--- src/rtl/axi_split_pkg.sv ---
// Shared definitions for the AW boundary splitter.
//   - AXI burst/size encodings driven on the AW channel
//   - 4 KB boundary size and its equivalent in 32-bit beats
//   - FSM state encoding
//   - beats_to_boundary(): beats left before the next 4 KB boundary
package axi_split_pkg;

  localparam logic [1:0] AXI_BURST_INCR = 2'b01;
  localparam logic [2:0] AXI_SIZE_4B    = 3'b010;

  localparam int unsigned BOUNDARY_BYTES = 4096;
  localparam int unsigned BOUNDARY_BEATS = BOUNDARY_BYTES / 4;

  typedef enum logic [1:0] {
    ST_IDLE = 2'd0,
    ST_CALC = 2'd1,
    ST_PUSH = 2'd2,
    ST_AW   = 2'd3
  } split_state_t;

  // Word offset within the 4 KB page -> beats until the page ends (1..1024).
  function automatic logic [10:0] beats_to_boundary(input logic [9:0] word_ofs);
    return 11'(BOUNDARY_BEATS) - {1'b0, word_ofs};
  endfunction

endpackage

--- src/rtl/burst_len_calc.sv ---
// Combinational burst sizing: beats = min(remaining, MAX_BURST_LEN, to_bound).
// Ports:
//   remaining  in  17  beats still to issue for the command (1..65536)
//   to_bound   in  11  beats until the next 4 KB boundary (1..1024)
//   beats      out  9  beats for the next burst (1..MAX_BURST_LEN)
module burst_len_calc #(
  parameter int MAX_BURST_LEN = 256
) (
  input  logic [16:0] remaining,
  input  logic [10:0] to_bound,
  output logic [8:0]  beats
);

  localparam logic [10:0] MAX_B11 = 11'(MAX_BURST_LEN);
  localparam logic [8:0]  MAX_B9  = 9'(MAX_BURST_LEN);

  logic [8:0] cap;

  // cap never exceeds MAX_BURST_LEN (<= 256), so 9 bits hold both candidates.
  always_comb begin
    cap = MAX_B9;
    if (to_bound < MAX_B11) cap = to_bound[8:0];
    beats = cap;
    if (remaining < {8'd0, cap}) beats = remaining[8:0];
  end

endmodule

--- src/rtl/axi_aw_boundary_split.sv ---
// Write-command splitter: breaks (start address, beat count) commands into
// AXI INCR bursts that never cross a 4 KB boundary and never exceed
// MAX_BURST_LEN beats. Each burst length is pushed into the burst-length FIFO
// before the matching AW transaction is issued.
//
// Optional feature macro: AW_SPLIT_ALIGN_CHK_EN
//   defined   : commands with addr[1:0] != 0 are dropped and cmd_err pulses
//   undefined : addr[1:0] is forced to 0, cmd_err tied low
//
// Ports:
//   clk, rst_n                 clock, asynchronous active-low reset
//   s_cmd_addr/len/valid/ready command input (len = beats - 1)
//   m_axi_aw*                  AXI AW channel (INCR, 4-byte beats)
//   burst_len_fifo_wen/din     burst length (beats - 1) to W-channel stage
//   burst_len_fifo_full_n      FIFO has room
//   cmd_done                   last AW of a command accepted (same cycle)
//   cmd_err                    misaligned command dropped (cycle after accept)
module axi_aw_boundary_split
  import axi_split_pkg::*;
#(
  parameter int MAX_BURST_LEN = 256,
  // Kept for instantiation compatibility; registers here update with no delay.
  parameter int SIM_DELAY     = 1
) (
  input  logic        clk,
  input  logic        rst_n,
  input  logic [31:0] s_cmd_addr,
  input  logic [15:0] s_cmd_len,
  input  logic        s_cmd_valid,
  output logic        s_cmd_ready,
  output logic [31:0] m_axi_awaddr,
  output logic [7:0]  m_axi_awlen,
  output logic [2:0]  m_axi_awsize,
  output logic [1:0]  m_axi_awburst,
  output logic        m_axi_awvalid,
  input  logic        m_axi_awready,
  output logic        burst_len_fifo_wen,
  output logic [7:0]  burst_len_fifo_din,
  input  logic        burst_len_fifo_full_n,
  output logic        cmd_done,
  output logic        cmd_err
);

  if (MAX_BURST_LEN < 1 || MAX_BURST_LEN > 256 ||
      (MAX_BURST_LEN & (MAX_BURST_LEN - 1)) != 0) begin : g_bad_max_len
    $error("MAX_BURST_LEN must be a power of two in 1..256");
  end
  if (SIM_DELAY < 0) begin : g_bad_sim_delay
    $error("SIM_DELAY must be non-negative");
  end

  split_state_t state;
  logic         ready_q;
  logic [31:0]  addr_q;
  logic [16:0]  remaining_q;
  logic [7:0]   awlen_q;

  logic [10:0]  to_bound;
  logic [8:0]   calc_beats;
  logic [8:0]   burst_beats;
  logic         cmd_fire;
  logic         aw_fire;
  logic         last_burst;
  logic         cmd_drop;

  assign to_bound    = beats_to_boundary(addr_q[11:2]);
  assign burst_beats = {1'b0, awlen_q} + 9'd1;
  assign last_burst  = (remaining_q == {8'd0, burst_beats});
  assign cmd_fire    = s_cmd_valid && ready_q;
  assign aw_fire     = (state == ST_AW) && m_axi_awready;

  burst_len_calc #(
    .MAX_BURST_LEN(MAX_BURST_LEN)
  ) u_burst_len_calc (
    .remaining(remaining_q),
    .to_bound (to_bound),
    .beats    (calc_beats)
  );

`ifdef AW_SPLIT_ALIGN_CHK_EN
  logic err_q;

  assign cmd_drop = (s_cmd_addr[1:0] != 2'b00);

  always_ff @(posedge clk or negedge rst_n) begin
    if (!rst_n) err_q <= 1'b0;
    else        err_q <= cmd_fire && cmd_drop;
  end

  assign cmd_err = err_q;
`else
  assign cmd_drop = 1'b0;
  assign cmd_err  = 1'b0;
`endif

  // ready_q mirrors "state is IDLE" but stays low for the first cycle after
  // reset release, so the command port is closed while rst_n is asserted.
  always_ff @(posedge clk or negedge rst_n) begin
    if (!rst_n) begin
      state       <= ST_IDLE;
      ready_q     <= 1'b0;
      addr_q      <= '0;
      remaining_q <= '0;
      awlen_q     <= '0;
    end else begin
      case (state)
        ST_IDLE: begin
          ready_q <= 1'b1;
          if (cmd_fire && !cmd_drop) begin
            // Masking keeps every address bit referenced in both builds.
            addr_q      <= s_cmd_addr & 32'hFFFF_FFFC;
            remaining_q <= {1'b0, s_cmd_len} + 17'd1;
            ready_q     <= 1'b0;
            state       <= ST_CALC;
          end
        end
        ST_CALC: begin
          awlen_q <= 8'(calc_beats - 9'd1);
          state   <= ST_PUSH;
        end
        ST_PUSH: begin
          if (burst_len_fifo_full_n) state <= ST_AW;
        end
        ST_AW: begin
          if (m_axi_awready) begin
            addr_q      <= addr_q + {21'd0, burst_beats, 2'b00};
            remaining_q <= remaining_q - {8'd0, burst_beats};
            if (last_burst) begin
              state   <= ST_IDLE;
              ready_q <= 1'b1;
            end else begin
              state <= ST_CALC;
            end
          end
        end
        default: state <= ST_IDLE;
      endcase
    end
  end

  assign s_cmd_ready        = ready_q;
  assign m_axi_awaddr       = addr_q;
  assign m_axi_awlen        = awlen_q;
  assign m_axi_awsize       = AXI_SIZE_4B;
  assign m_axi_awburst      = AXI_BURST_INCR;
  assign m_axi_awvalid      = (state == ST_AW);
  assign burst_len_fifo_wen = (state == ST_PUSH) && burst_len_fifo_full_n;
  assign burst_len_fifo_din = awlen_q;
  assign cmd_done           = aw_fire && last_burst;

endmodule

--- config.mk ---
export PLATFORM = sky130hd
export DESIGN_NAME = axi_aw_boundary_split
export DESIGN_NICKNAME = d
export VERILOG_FILES = /design/src/rtl/axi_split_pkg.sv /design/src/rtl/burst_len_calc.sv /design/src/rtl/axi_aw_boundary_split.sv
export SDC_FILE = /design/constraint.sdc
export NUM_CORES = 1
export LEC_CHECK = 0
export CAP_MARGIN = 10
export CORE_MARGIN = 2
export CORE_UTILIZATION = 25
export CTS_BUF_LIST = sky130_fd_sc_hd__clkbuf_8
export DETAILED_ROUTE_END_ITERATION = 10
export PLACE_DENSITY = 0.44
export SYNTH_ARGS = -nofsm -noshare
export SYNTH_HDL_FRONTEND = slang
export SYNTH_SLANG_ARGS = --single-unit
--- constraint.sdc ---
create_clock -name clk -period 9.3 [get_ports clk]
set_input_delay 1.86 -clock clk [delete_from_list [all_inputs] [get_ports clk]]
set_output_delay 1.86 -clock clk [all_outputs]
set_load 0.01 [all_outputs]
### Word-level counts from Yosys, hierarchy flattened

Cells that the tools add are included.

* $add $sub $neg: 6
* order comparisons: 2
* equality and inequality tests: 8
* muxes and demuxes: 17
* reduce and logical (&&, ||, !) cells: 9

Operators by type and width (number)
* 32-bit 2-to-1 mux: 2
* 32-bit one-hot mux with 2 select lines: 1
* 17-bit 2-to-1 mux: 2
* 17-bit one-hot mux with 2 select lines: 1
* 32-bit by 11-bit adder with 32-bit output: 1
* 16-bit by 1-bit adder with 17-bit output, second input constant: 1
* 17-bit by 9-bit equality test with 1-bit output: 1
* 17-bit by 9-bit < comparator with 1-bit output: 1
* 17-bit by 9-bit subtractor with 17-bit output: 1
* 11-bit by 9-bit < comparator with 1-bit output, second input constant: 1
* 11-bit by 10-bit subtractor with 11-bit output, first input constant: 1
* 8-bit by 1-bit adder with 9-bit output, second input constant: 1
* 9-bit 2-to-1 mux: 1
* 3-bit AND reduction: 3
* 8-bit 2-to-1 mux: 1
* 2-bit one-hot mux with 4 select lines: 1
* 8-bit by 1-bit subtractor with 8-bit output, second input constant: 1
* 2-bit 2-to-1 mux: 3
* 2-bit equality test, second input constant: 2
* 1-bit logical AND: 4
* 1-bit 2-to-1 mux: 4
* 2-bit by 1-bit inequality test with 1-bit output, second input constant: 2
* 2-bit inequality test, second input constant: 2
* 2-bit by 1-bit equality test with 1-bit output, second input constant: 1
* other kinds (3): 3

* bits in registers: 60
* logic and storage cells: 47

### Logic depth before layout (Yosys ltp)

Gate-level depths: netlist (run 1).

* depth in word-level cells: 6
* mapped depth: 21

### Hierarchy

From an unflattened synthesis (run 1), not the netlist that was laid out.

* cell total of the unflattened synthesis: 636
* area total of the unflattened synthesis: 5283.8 sq um

By module, submodules not included
* axi_aw_boundary_split: times used 1, cells each 583, area each 4858.4 sq um, seq. area each 1451.4 sq um
* burst_len_calc: times used 1, cells each 53, area each 425.4 sq um, seq. area each 0.0 sq um

### Worst setup path before layout (run 1)

Ideal clock, no wire load.

* path kind: register to register
* start: register addr_q[3], in the netlist m_axi_awaddr[3]
* end: register awlen_q[6], in the netlist burst_len_fifo_din[6]
* setup time: 0.125 ns
* arrival time: 4.487 ns
* required time: 9.175 ns
* slack: 4.689 ns
* stages on the path, launching flop included: 22
* path buffers: 1
* cells stage by stage: dfrtp_1 -> inv_1 -> ha_1 -> or3b_1 -> clkbuf_1 -> a2111oi_4 -> o21ai_2 -> nor2_1 -> inv_1 -> ha_1 -> a21oi_1 -> o21ai_0 -> a2111o_1 -> nor2_1 -> nor2_1 -> a21oi_1 -> ha_1 -> nor4bb_1 -> xor2_1 -> nand2_1 -> o21ai_0 -> mux2_2

* word-level cells in the longest chain between the ends: 6

RTL lines
* start, declared: line axi_aw_boundary_split.sv:54 `logic [31:0] addr_q;`
* start signal, assigned: line axi_aw_boundary_split.sv:111 `addr_q <= s_cmd_addr & 32'hFFFF_FFFC;`
* start signal, assigned: line axi_aw_boundary_split.sv:126 `addr_q <= addr_q + {21'd0, burst_beats, 2'b00};`
* 11-bit by 10-bit subtractor with 11-bit output *: line axi_split_pkg.sv:23 `return 11'(BOUNDARY_BEATS) - {1'b0, word_ofs};`
* 11-bit by 9-bit < comparator with 1-bit output: line burst_len_calc.sv:22 `if (to_bound < MAX_B11) cap = to_bound[8:0];`
* 9-bit 2-to-1 mux *: line burst_len_calc.sv:22
* 17-bit by 9-bit < comparator with 1-bit output: line burst_len_calc.sv:24 `if (remaining < {8'd0, cap}) beats = remaining[8:0];`
* 8-bit 2-to-1 mux *: line burst_len_calc.sv:24
* 8-bit by 1-bit subtractor with 8-bit output *: line axi_aw_boundary_split.sv:118 `awlen_q <= 8'(calc_beats - 9'd1);`
* end signal, assigned: line axi_aw_boundary_split.sv:118
* end, declared: line axi_aw_boundary_split.sv:56 `logic [7:0] awlen_q;`

Every way passes the cells marked *; elsewhere a longest branch is shown, timed or not.
A chain may end at the register's enable or synchronous reset.

### Worst setup path in the final report (run 1)

* start: register awlen_q[0], in the netlist burst_len_fifo_din[0]
* end: output port cmd_done

* word-level cells in the longest chain between the ends: 3

RTL lines
* 8-bit by 1-bit adder with 9-bit output: line axi_aw_boundary_split.sv:67 `assign burst_beats = {1'b0, awlen_q} + 9'd1;`
* 17-bit by 9-bit equality test with 1-bit output: line axi_aw_boundary_split.sv:68 `assign last_burst = (remaining_q == {8'd0, burst_beats});`
* 1-bit logical AND: line axi_aw_boundary_split.sv:149 `assign cmd_done = aw_fire && last_burst;`
* end, declared: line axi_aw_boundary_split.sv:40 `output logic cmd_done,`

No other way between the ends.

==> results.sh, run 1 <==
export IMPL_grt_pass1_vias=5088
export IMPL_clk_root_buffer_cell="clkbuf_8"
export IMPL_cts_max_path_buffers=2
export IMPL_yosysTopAreaCell="dfrtp_1"
export IMPL_post_synth_and_or_nand_nor_area_fraction=0.227
export IMPL_hpwlAfterDp_mm=12.2
export IMPL_cp_data_arrival_time_ns=3.59
export IMPL_critical_path_class="flop to primary output"
export IMPL_grt_setup_unrepaired="false"
export IMPL_drc=0
export IMPL_drv_max_cap_violation_count=0
export IMPL_syn_instance_count=649
export IMPL_synth_top_area_frac=0.276
export IMPL_post_synthesis_instance_area_um2=5250
export IMPL_final_layout_size_suffix_gt1_frac=0.0589
export IMPL_fin_crit_ns=5.45
export IMPL_finalSetupViolCount=0
export IMPL_synth_seq_cells=58
export IMPL_mean_syn_cell_area_um2=8.10
export IMPL_worst_path_cell_chain="ha_1, nand3_1, nor2_1, xor2_1, inv_1, ha_1, nand3_1, nor4_1, nand2_1, nor2_1, clkdlybuf4s50_1"
export IMPL_routed_wire_length_per_instance_um=16.5
export IMPL_track_usage=0.152
export IMPL_post_synth_fa_ha_maj_area_fraction=0.0910
export IMPL_power_per_cell_area_nw_per_um2=449
export IMPL_clock_tree_from_tritoncts="yes"
export IMPL_seq_area_frac_synth=0.276
export IMPL_synth_cell_types=76
export IMPL_post_cts_repair_setup_buffers=0
export IMPL_placeableCoreArea_um2=20800
export IMPL_initial_core_util=0.252
export IMPL_post_cts_resized=0
export IMPL_cts_reportedPaths_clkPinSlew_ns=0.07
export IMPL_detail_route_first_pass_iterations=4
export IMPL_area_overhead_of_the_layout_relative_to_synthesis_pct=26.3
export IMPL_vdd_ir_drop_worst_mv=0.192
export IMPL_worst_pin_slew_ns=0.918
export IMPL_fin_clk_skew_ns=0.0121
export IMPL_timing_hold_worst_class="flop to flop"
export IMPL_yosys_top_cells_area="dfrtp_1, ha_1, a21oi_1, nand2_1, xnor2_1"
export IMPL_post_layout_total_power_mw=2.98
export IMPL_n_antenna_cell=0
export IMPL_post_drt_via_cell_ratio=5.01
export IMPL_cts_hold_buffers=0
export IMPL_gr_total_overflow=0
export IMPL_row_count=53
export IMPL_antenna_found_initial=0
export IMPL_final_hold_viol_count=0
export IMPL_cp_end_kind="primary output"
export IMPL_numPortBuffers=100
export IMPL_synth_area_mux_share=0.0443
export IMPL_synth_edff_count=0
export IMPL_totalNegativeSetupSlack_ns=0
export IMPL_report_final_slew_viol_count=0
export IMPL_clock_tree_htree_level_count=3
export IMPL_post_synth_xor_area_fraction=0.0633
export IMPL_synthFlopType="dfrtp_1"
export IMPL_leakagePower_nw=2.58
export IMPL_drtIter0Drc=281
export IMPL_cts_inserted_buffers=9
export IMPL_grt_start_max_net_pins=59
export IMPL_synthesis_yosys_warnings=0
export IMPL_chipHeight_um=149
export IMPL_routabilityCongestion=0.839
export IMPL_net_count_reported_at_finish=815
export IMPL_min_period_over_period=0.586
export IMPL_grt_first_pass_wirelength_mm=26.6
export IMPL_cts_sink_count=58
export IMPL_run_status="finished clean"
export IMPL_asyncSetResetFlopFracSynth=1.00
export IMPL_wirelength_mm=16.6
export IMPL_synth_top_family_by_area="simple AND/OR/NAND/NOR gates"
export IMPL_io_pins=111
export IMPL_timing_max_slew_rel_slack=0.388
export IMPL_critical_path_peak_fanout=6
export IMPL_crit_slowest_cell="clkdlybuf4s50_1"
export IMPL_ant_nets=0
export IMPL_fmax_ghz=0.183
export IMPL_die_x_um=149
export IMPL_crit_path_start_kind="flop"
export IMPL_die_area_um2=22200
export IMPL_total_number_of_vias=5040
export IMPL_timing_critical_path_slowest_cell_delay_ns=0.55
export IMPL_insertion_delay_ns=0.37
export IMPL_required_ns=7.44
export IMPL_synth_compound_area_share=0.226
cells in the final DEF, fill, tap and decap left out, types with 9 or more instances in the layout:
master	n
xnor2_1	26
nand4_1	10
o22ai_1	17
inv_1	33
a21oi_1	52
mux2i_1	17
o21ai_0	38
a211oi_1	11
nor2_1	53
xor2_1	12
nand3_1	24
nor3_1	11
or3_1	9
clkbuf_8	9
nand2_1	62
dfrtp_1	58
clkdlybuf4s50_1	99
ha_1	34
kinds of logic after synthesis:
logic type	after synthesis
AO/OA/AOI/OAI	181
AND/OR/NAND/NOR	231
other	2
flip-flops	58
buffers and inverters	80
multiplexers	22
adder cells (fa/ha/maj)	37
XOR/XNOR	38
per-layer routing:
metal | vias to the layer above | track usage | wire length, um
met5 | - | 0 | 0
met4 | 0 | 0.0495 | 297
met3 | 19 | 0.0321 | 823
met2 | 126 | 0.253 | 7700
met1 | 2394 | 0.198 | 7790
li1 | 2501 | - | -
cells in the mapped netlist, drive strengths merged, types with 6 or more instances:
master / instances
nor2: 54
o21a: 7
dfrtp: 58
clkbuf: 23
buf: 23
nand3: 24
o22ai: 17
xnor2: 26
and4: 6
nand2: 62
ha: 35
a21oi: 52
nor4: 10
inv: 34
nand4: 10
o21ai: 39
or3: 9
nor3: 12
mux2i: 18
a211oi: 11
and3: 8
xor2: 12
critical path: cells and delay by family (launching register included):
family / cells / cell delay (ns)
and+or+nand+nor: 6 / 1.18
buffers and inverters: 2 / 0.64
adders and majority gates: 2 / 0.57
DFF: 1 / 0.44
xor gates and xnor gates: 1 / 0.40
flip-flops by register name, indices dropped and copies added (netlist names):
signal              count
m_axi_awaddr           30
remaining_q            17
burst_len_fifo_din      8
state                   2
s_cmd_ready             1
final cells by class:
class / count / area, um^2
Multi-Input combinational cell: 517 / 3460
Inverter: 34 / 128
Timing Repair Buffer: 105 / 1030
Clock inverter: 7 / 93.8
Tap cell: 275 / 344
Sequential cell: 58 / 1450
Clock buffer: 9 / 124
Fill cell: 2237 / 14200
final timing paths:
kind	from	endpoint	slack, ns	cells after the start
max	burst_len_fifo_din[0]	cmd_done	3.85	11
min	s_cmd_ready	s_cmd_ready	0.54	1
max reg2reg	m_axi_awaddr[2]	burst_len_fifo_din[6]	3.95	20
min reg2reg	s_cmd_ready	s_cmd_ready	0.54	1
max in group asynchronous	rst_n	remaining_q[13]	7.08	2
min in group asynchronous	rst_n	m_axi_awaddr[4]	1.69	2
where the power goes:
part           leakage (nW)  switching (mW)  internal, mW
clock network         0.105           0.124         0.150
logic                  1.81            1.20         0.902
registers             0.670           0.215         0.389
total                  2.58            1.54          1.44
through the flow:
stage / cells / cell area [um^2] / setup slack, ns / hold WS, ns / utilization
6_report: 1005 / 6640 / 3.85 / 0.541 / 0.319
4_1_cts: 1005 / 6640 / 3.75 / 0.547 / 0.319
3_3_place_gp: 989 / 6420 / 4.13 / 0.517 / 0.308
3_5_place_dp: 989 / 6420 / 4.05 / 0.523 / 0.308
5_1_grt: 1005 / 6640 / 3.58 / 0.575 / 0.319
2_1_floorplan: 655 / 5280 / 4.69 / 0.517 / -
Note: power is estimated with default switching activity, not from simulation.
==> run 2, diff against run 1 <==
==> constraint.sdc (replaced) <==
create_clock -name clk -period 5.66 [get_ports clk]
set_input_delay 1.132 -clock clk [delete_from_list [all_inputs] [get_ports clk]]
set_output_delay 1.132 -clock clk [all_outputs]
set_load 0.01 [all_outputs]
==> run 2 against run 1 <==
Compared with the run above: via count increased by 1.0%; wire length increased by 2.6%; global-route usage increased by 0.42 points; utilization increased by 0.096 points; clock power increased by 75%; critical endpoint is now burst_len_fifo_din[6]; largest cell class unchanged; die area unchanged; critical path depth increased by 9.
==> results.sh, run 2 (same netlist as run 1, synthesis figures left out) <==
export IMPL_run_status="finished clean"
export IMPL_drv_max_cap_violation_count=0
export IMPL_routed_wire_length_per_instance_um=17.0
export IMPL_drtIter0Drc=283
export IMPL_numPortBuffers=100
export IMPL_antenna_found_initial=1
export IMPL_crit_path_start_kind="flop"
export IMPL_fin_clk_skew_ns=0.00890
export IMPL_worst_pin_slew_ns=0.926
export IMPL_timing_max_slew_rel_slack=0.383
export IMPL_regArea_um2=1450
export IMPL_post_drt_via_cell_ratio=5.07
export IMPL_insertion_delay_ns=0.37
export IMPL_io_pins=111
export IMPL_gr_usage_met2=0.257
export IMPL_hpwlAfterDp_mm=12.6
export IMPL_largest_register_ffs=30
export IMPL_cts_reportedPaths_clkPinSlew_ns=0.08
export IMPL_totalNegativeSetupSlack_ns=0
export IMPL_die_x_um=149
export IMPL_chipHeight_um=149
export IMPL_multi_input_area_um2=3460
export IMPL_most_common_layout_cells="clkdlybuf4s50_1, nand2_1, dfrtp_1"
export IMPL_final_layout_size_suffix_gt1_frac=0.0589
export IMPL_area_overhead_of_the_layout_relative_to_synthesis_pct=26.7
export IMPL_n_antenna_cell=0
export IMPL_final_common_cell="clkdlybuf4s50_1"
export IMPL_initial_core_util=0.252
export IMPL_detail_route_first_pass_iterations=5
export IMPL_grt_start_max_net_pins=59
export IMPL_placeableCoreArea_um2=20800
export IMPL_grt_busiest_layer="met2"
export IMPL_post_cts_repair_setup_buffers=0
export IMPL_cp_data_arrival_time_ns=5.48
export IMPL_timing_hold_ws_ns=0.547
export IMPL_finalSetupViolCount=0
export IMPL_clk_root_buffer_cell="clkbuf_8"
export IMPL_timing_hold_worst_class="flop to flop"
export IMPL_row_count=53
export IMPL_gr_total_overflow=0
export IMPL_die_area_um2=22200
export IMPL_groute_layer_met1_usage=0.209
export IMPL_vdd_ir_drop_worst_mv=0.208
export IMPL_cts_hold_buffers=0
export IMPL_fin_crit_ns=5.23
export IMPL_ant_nets=0
export IMPL_net_count_reported_at_finish=815
export IMPL_grt_pass1_vias=5015
export IMPL_track_usage=0.156
export IMPL_leakagePower_nw=2.59
export IMPL_routabilityCongestion=0.841
export IMPL_drc=0
export IMPL_cts_inserted_buffers=9
export IMPL_final_hold_viol_count=0
export IMPL_clock_tree_htree_level_count=3
export IMPL_wirelength_mm=17.0
export IMPL_post_cts_resized=0
export IMPL_cts_sink_count=58
export IMPL_met3_usage=0.0294
export IMPL_total_number_of_vias=5091
export IMPL_critical_path_class="flop to flop"
export IMPL_critical_path_peak_fanout=9
export IMPL_report_final_slew_viol_count=0
export IMPL_power_per_cell_area_nw_per_um2=742
export IMPL_min_period_over_period=0.924
export IMPL_grt_setup_unrepaired="false"
export IMPL_required_ns=5.91
export IMPL_grt_first_pass_wirelength_mm=27.1
export IMPL_fmax_ghz=0.191
export IMPL_filler_cell_count=2255
export IMPL_cp_end_kind="flop"
export IMPL_clock_tree_from_tritoncts="yes"
export IMPL_cts_max_path_buffers=2
-- run 2: changes by cell type in the layout (fill, tap and decap cells not counted), sizes merged --
| cell | before | now |
|---|---|---|
| clkbuf | 9 | 12 |
| clkinv | 3 | 1 |
| clkinvlp | 2 | 1 |
-- run 2: per-layer routing --
layer  vias up  routed length (um)
li1       2510                   -
met1      2430                8110
met2       133                8010
met3        18                 706
met4         0                 221
met5         -                   0
-- run 2: final cells by class --
type	count	area share
Sequential cell	58	0.218
Clock inverter	4	0.0109
Multi-Input combinational cell	517	0.520
Clock buffer	12	0.0248
Tap cell	275	0.0517
Inverter	34	0.0192
Timing Repair Buffer	105	0.155
-- run 2: worst max-delay path, stage by stage (launching register included) --
cell and delay, ns:
dfrtp_1 0.47, inv_1 0.15, ha_1 0.24, or3b_1 0.49
a2111oi_4 0.36, o21ai_2 0.18, nor2_1 0.32, inv_1 0.08
ha_1 0.21, a211oi_1 0.24, nor2_1 0.09, a2111o_1 0.48
nor2_1 0.38, nor2_1 0.10, a21oi_1 0.15, ha_1 0.29
nor4bb_1 0.36, xor2_1 0.11, nand2_1 0.07, o21ai_0 0.08
mux2_2 0.28
-- run 2: final timing paths --
path	cells after the start	endpoint	from	slack, ns
max reg2reg	20	burst_len_fifo_din[6]	m_axi_awaddr[2]	0.43
max in group asynchronous	2	remaining_q[12]	rst_n	4.14
min	1	s_cmd_ready	s_cmd_ready	0.55
max	20	burst_len_fifo_din[6]	m_axi_awaddr[2]	0.43
min reg2reg	1	s_cmd_ready	s_cmd_ready	0.55
min in group asynchronous	2	burst_len_fifo_din[0]	rst_n	0.96
-- run 2: report_power, final --
group / internal [mW] / leakage, nW / switching [mW]
registers: 0.640 / 0.670 / 0.357
logic: 1.48 / 1.81 / 1.98
clock network: 0.283 / 0.119 / 0.196
total: 2.41 / 2.59 / 2.53
-- run 2: metrics by stage --
step | power [mW] | instance area, um^2 | instances | utilization | setup WS, ns
after global placement | 4.42 | 6420 | 989 | 0.308 | 0.558
after floorplan | 3.36 | 5280 | 655 | - | 1.05
after global routing | 5.43 | 6660 | 1005 | 0.320 | 0.0199
after CTS | 4.99 | 6660 | 1005 | 0.320 | 0.460
after detailed placement | 4.47 | 6420 | 989 | 0.308 | 0.493
final | 4.94 | 6660 | 1005 | 0.320 | 0.431
==> run 3, diff against run 2 <==
--- a/config.mk
+++ b/config.mk
@@ -5,11 +5,13 @@
 export SDC_FILE = /design/constraint.sdc
 export NUM_CORES = 1
 export LEC_CHECK = 0
+export ABC_AREA = 1
 export CAP_MARGIN = 10
 export CORE_MARGIN = 2
 export CORE_UTILIZATION = 25
 export CTS_BUF_LIST = sky130_fd_sc_hd__clkbuf_8
 export DETAILED_ROUTE_END_ITERATION = 10
+export MAX_ROUTING_LAYER = met4
 export PLACE_DENSITY = 0.44
 export SYNTH_ARGS = -nofsm -noshare
 export SYNTH_HDL_FRONTEND = slang
==> run 3 against run 2 <==
Compared with the run above: clock power fell by 31%; critical endpoint is now cmd_done; worst setup slack improved by 0.92 ns; hold slack better by 0.019 ns; global-route usage grew 0.59 points; flip-flop and latch count stayed put; largest cell class unchanged.
==> results.sh, run 3 <==
export IMPL_synthFlopType="dfrtp_1"
export IMPL_path_common_cell="nor2_1"
export IMPL_cts_sink_count=58
export IMPL_run_status="finished clean"
export IMPL_timing_critical_path_max_delay_family="simple AND/OR/NAND/NOR gates"
export IMPL_numPortBuffers=100
export IMPL_io_pins=111
export IMPL_seq_area_frac_synth=0.271
export IMPL_clock_tree_from_tritoncts="yes"
export IMPL_required_ns=4.53
export IMPL_hpwlAfterDp_mm=13.1
export IMPL_wirelength_mm=17.3
export IMPL_gr_total_overflow=0
export IMPL_antenna_found_initial=0
export IMPL_dp_worst_setup_slack_ns=1.72
export IMPL_total_number_of_vias=5371
export IMPL_routabilityCongestion=0.842
export IMPL_synth_edff_count=0
export IMPL_drc=0
export IMPL_row_count=53
export IMPL_worst_path_cell_chain="nand3_1, nor2_1, nor2_1, nor2_1, inv_1, ha_1, nand2_1, nor4_1, nand3_1, nor2_1, clkdlybuf4s50_1"
export IMPL_critical_path_class="flop to primary output"
export IMPL_ant_nets=0
export IMPL_timing_critical_path_slowest_cell_delay_ns=0.55
export IMPL_insertion_delay_ns=0.36
export IMPL_synthesis_yosys_warnings=0
export IMPL_leakagePower_nw=2.96
export IMPL_post_cts_repair_setup_buffers=0
export IMPL_yosys_top_cells_count="nand2_1, inv_1, nor2_1"
export IMPL_timing_critical_path_buf_inv=2
export IMPL_clk_root_buffer_cell="clkbuf_8"
export IMPL_timing_hold_worst_start="state[0]"
export IMPL_critical_path_peak_fanout=7
export IMPL_cts_max_path_buffers=2
export IMPL_post_synthesis_instance_area_um2=5360
export IMPL_asyncSetResetFlopFracSynth=1.00
export IMPL_die_x_um=150
export IMPL_cp_data_arrival_time_ns=3.18
export IMPL_fin_clk_skew_ns=0.00918
export IMPL_vdd_ir_drop_worst_mv=0.492
export IMPL_most_common_layout_cells="nand2_1, clkdlybuf4s50_1, inv_1"
export IMPL_grt_start_max_net_pins=76
export IMPL_worst_pin_slew_ns=0.835
export IMPL_final_layout_size_suffix_gt1_frac=0.0570
export IMPL_chipHeight_um=150
export IMPL_yosys_top_cells_area="dfrtp_1, nand2_1, ha_1, o21ai_0, inv_1"
export IMPL_min_period_over_period=0.762
export IMPL_detail_route_first_pass_iterations=4
export IMPL_synth_top_area_frac=0.271
export IMPL_post_cts_resized=0
export IMPL_filler_cell_count=2344
export IMPL_final_hold_viol_count=0
export IMPL_yosysTopAreaCell="dfrtp_1"
export IMPL_crit_slowest_cell="clkdlybuf4s50_1"
export IMPL_post_drt_via_cell_ratio=4.66
export IMPL_final_common_cell="nand2_1"
export IMPL_largest_register_ffs=30
export IMPL_grt_setup_unrepaired="false"
export IMPL_synth_cell_types=47
export IMPL_multi_input_area_um2=3380
export IMPL_synth_seq_cells=58
export IMPL_timing_max_slew_rel_slack=0.443
export IMPL_yosysMostFrequentCell="nand2_1"
export IMPL_placeableCoreArea_um2=21000
export IMPL_area_overhead_of_the_layout_relative_to_synthesis_pct=25.0
export IMPL_grt_first_pass_wirelength_mm=27.8
export IMPL_power_per_cell_area_nw_per_um2=652
export IMPL_drv_max_cap_violation_count=0
export IMPL_fin_crit_ns=4.31
export IMPL_crit_path_start_kind="flop"
export IMPL_cts_inserted_buffers=9
export IMPL_die_area_um2=22600
export IMPL_totalNegativeSetupSlack_ns=0
export IMPL_syn_instance_count=790
export IMPL_cp_startpoint="burst_len_fifo_din[2]"
export IMPL_finalSetupViolCount=0
export IMPL_routed_wire_length_per_instance_um=15.0
export IMPL_drtIter0Drc=352
export IMPL_fmax_ghz=0.232
export IMPL_mean_syn_cell_area_um2=6.78
export IMPL_initial_core_util=0.255
export IMPL_timing_hold_worst_class="flop to flop"
export IMPL_cp_end_kind="primary output"
export IMPL_worstReg2RegStart="m_axi_awaddr[2]"
export IMPL_net_count_reported_at_finish=963
export IMPL_track_usage=0.162
export IMPL_clock_tree_htree_level_count=3
export IMPL_regArea_um2=1450
export IMPL_cts_reportedPaths_clkPinSlew_ns=0.07
export IMPL_worst_slack_ns=1.35
export IMPL_timing_hold_ws_ns=0.566
export IMPL_grt_pass1_vias=5244
export IMPL_report_final_slew_viol_count=0
export IMPL_cts_hold_buffers=0
export IMPL_post_layout_total_power_mw=4.36
==> run 3: cell count changes in the layout (fill, tap and decap cells not counted), moves of 17 or more <==
| cell | previous run | this run |
|---|---|---|
| nand2_1 | 62 | 164 |
| nand3_1 | 24 | 45 |
| o21ai_0 | 38 | 67 |
| xnor2_1 | 26 | 9 |
| mux2i_1 | 17 | 0 |
| nor2_1 | 53 | 80 |
| inv_1 | 33 | 88 |
==> run 3: worst paths after layout <==
check | depth (start not counted) | to | slack [ns]
max | 11 | cmd_done | 1.35
min | 2 | state[0] | 0.57
max reg2reg | 24 | burst_len_fifo_din[6] | 2.11
min reg2reg | 2 | state[0] | 0.57
max in group asynchronous | 2 | burst_len_fifo_din[6] | 4.16
min in group asynchronous | 2 | m_axi_awaddr[29] | 0.95
==> run 3: layout make-up <==
cell class | count | area share
multi-input combinational | 609 | 0.505
sequential | 58 | 0.217
timing repair buffer | 103 | 0.152
inverter | 92 | 0.0516
tap | 275 | 0.0514
clock buffer | 9 | 0.0185
clock inverter | 6 | 0.00411
antenna | 1 | 0.000374
==> run 3: logic make-up (layout without fill, tap and decap cells) <==
family,Yosys count,in the layout,share of synthesized area
and+or+nand+nor,363,363,0.305
AOI/OAI and AO/OA,173,173,0.184
buffers and inverters,129,210,0.104
adders and majority gates,37,37,0.0892
other,2,9,0.00140
xor gates and xnor gates,28,28,0.0458
DFF,58,58,0.271
==> run 3: power breakdown <==
part	internal (mW)	switching (mW)	total [mW]	leakage, nW
clock network	0.150	0.183	0.333	0.0910
logic	1.23	1.86	3.08	2.19
registers	0.645	0.302	0.947	0.685
==> run 3: through the flow <==
step	util	cell area, um^2	cells
2_1_floorplan	-	5380	796
3_3_place_gp	0.311	6540	1137
3_5_place_dp	0.311	6540	1137
4_1_cts	0.318	6690	1152
5_1_grt	0.318	6690	1152
6_report	0.319	6700	1153
==> run 3: worst reg2reg max path, stage by stage (launching register included) <==
cell	delay, ns
dfrtp_1	0.47
inv_1	0.09
ha_1	0.18
nand2_1	0.12
nor2_1	0.12
nand3_1	0.07
nand2_1	0.10
nand2_1	0.09
inv_2	0.16
nand2_1	0.10
ha_1	0.30
a21o_1	0.18
nand3_1	0.06
a21oi_1	0.09
nor3_4	0.33
nand2_4	0.14
nand2_1	0.09
nand2_1	0.10
ha_1	0.23
nand2_2	0.11
nor2_4	0.06
nand2_1	0.05
nand2_1	0.05
nand3_1	0.08
nand2_1	0.06
==> run 3: per-layer routing <==
metal  track usage  wire [um]  up-vias
li1              -          -     2794
met1         0.223       8820     2458
met2         0.250       7640      107
met3        0.0291        681       12
met4        0.0368        206        0
met5             -          0        -
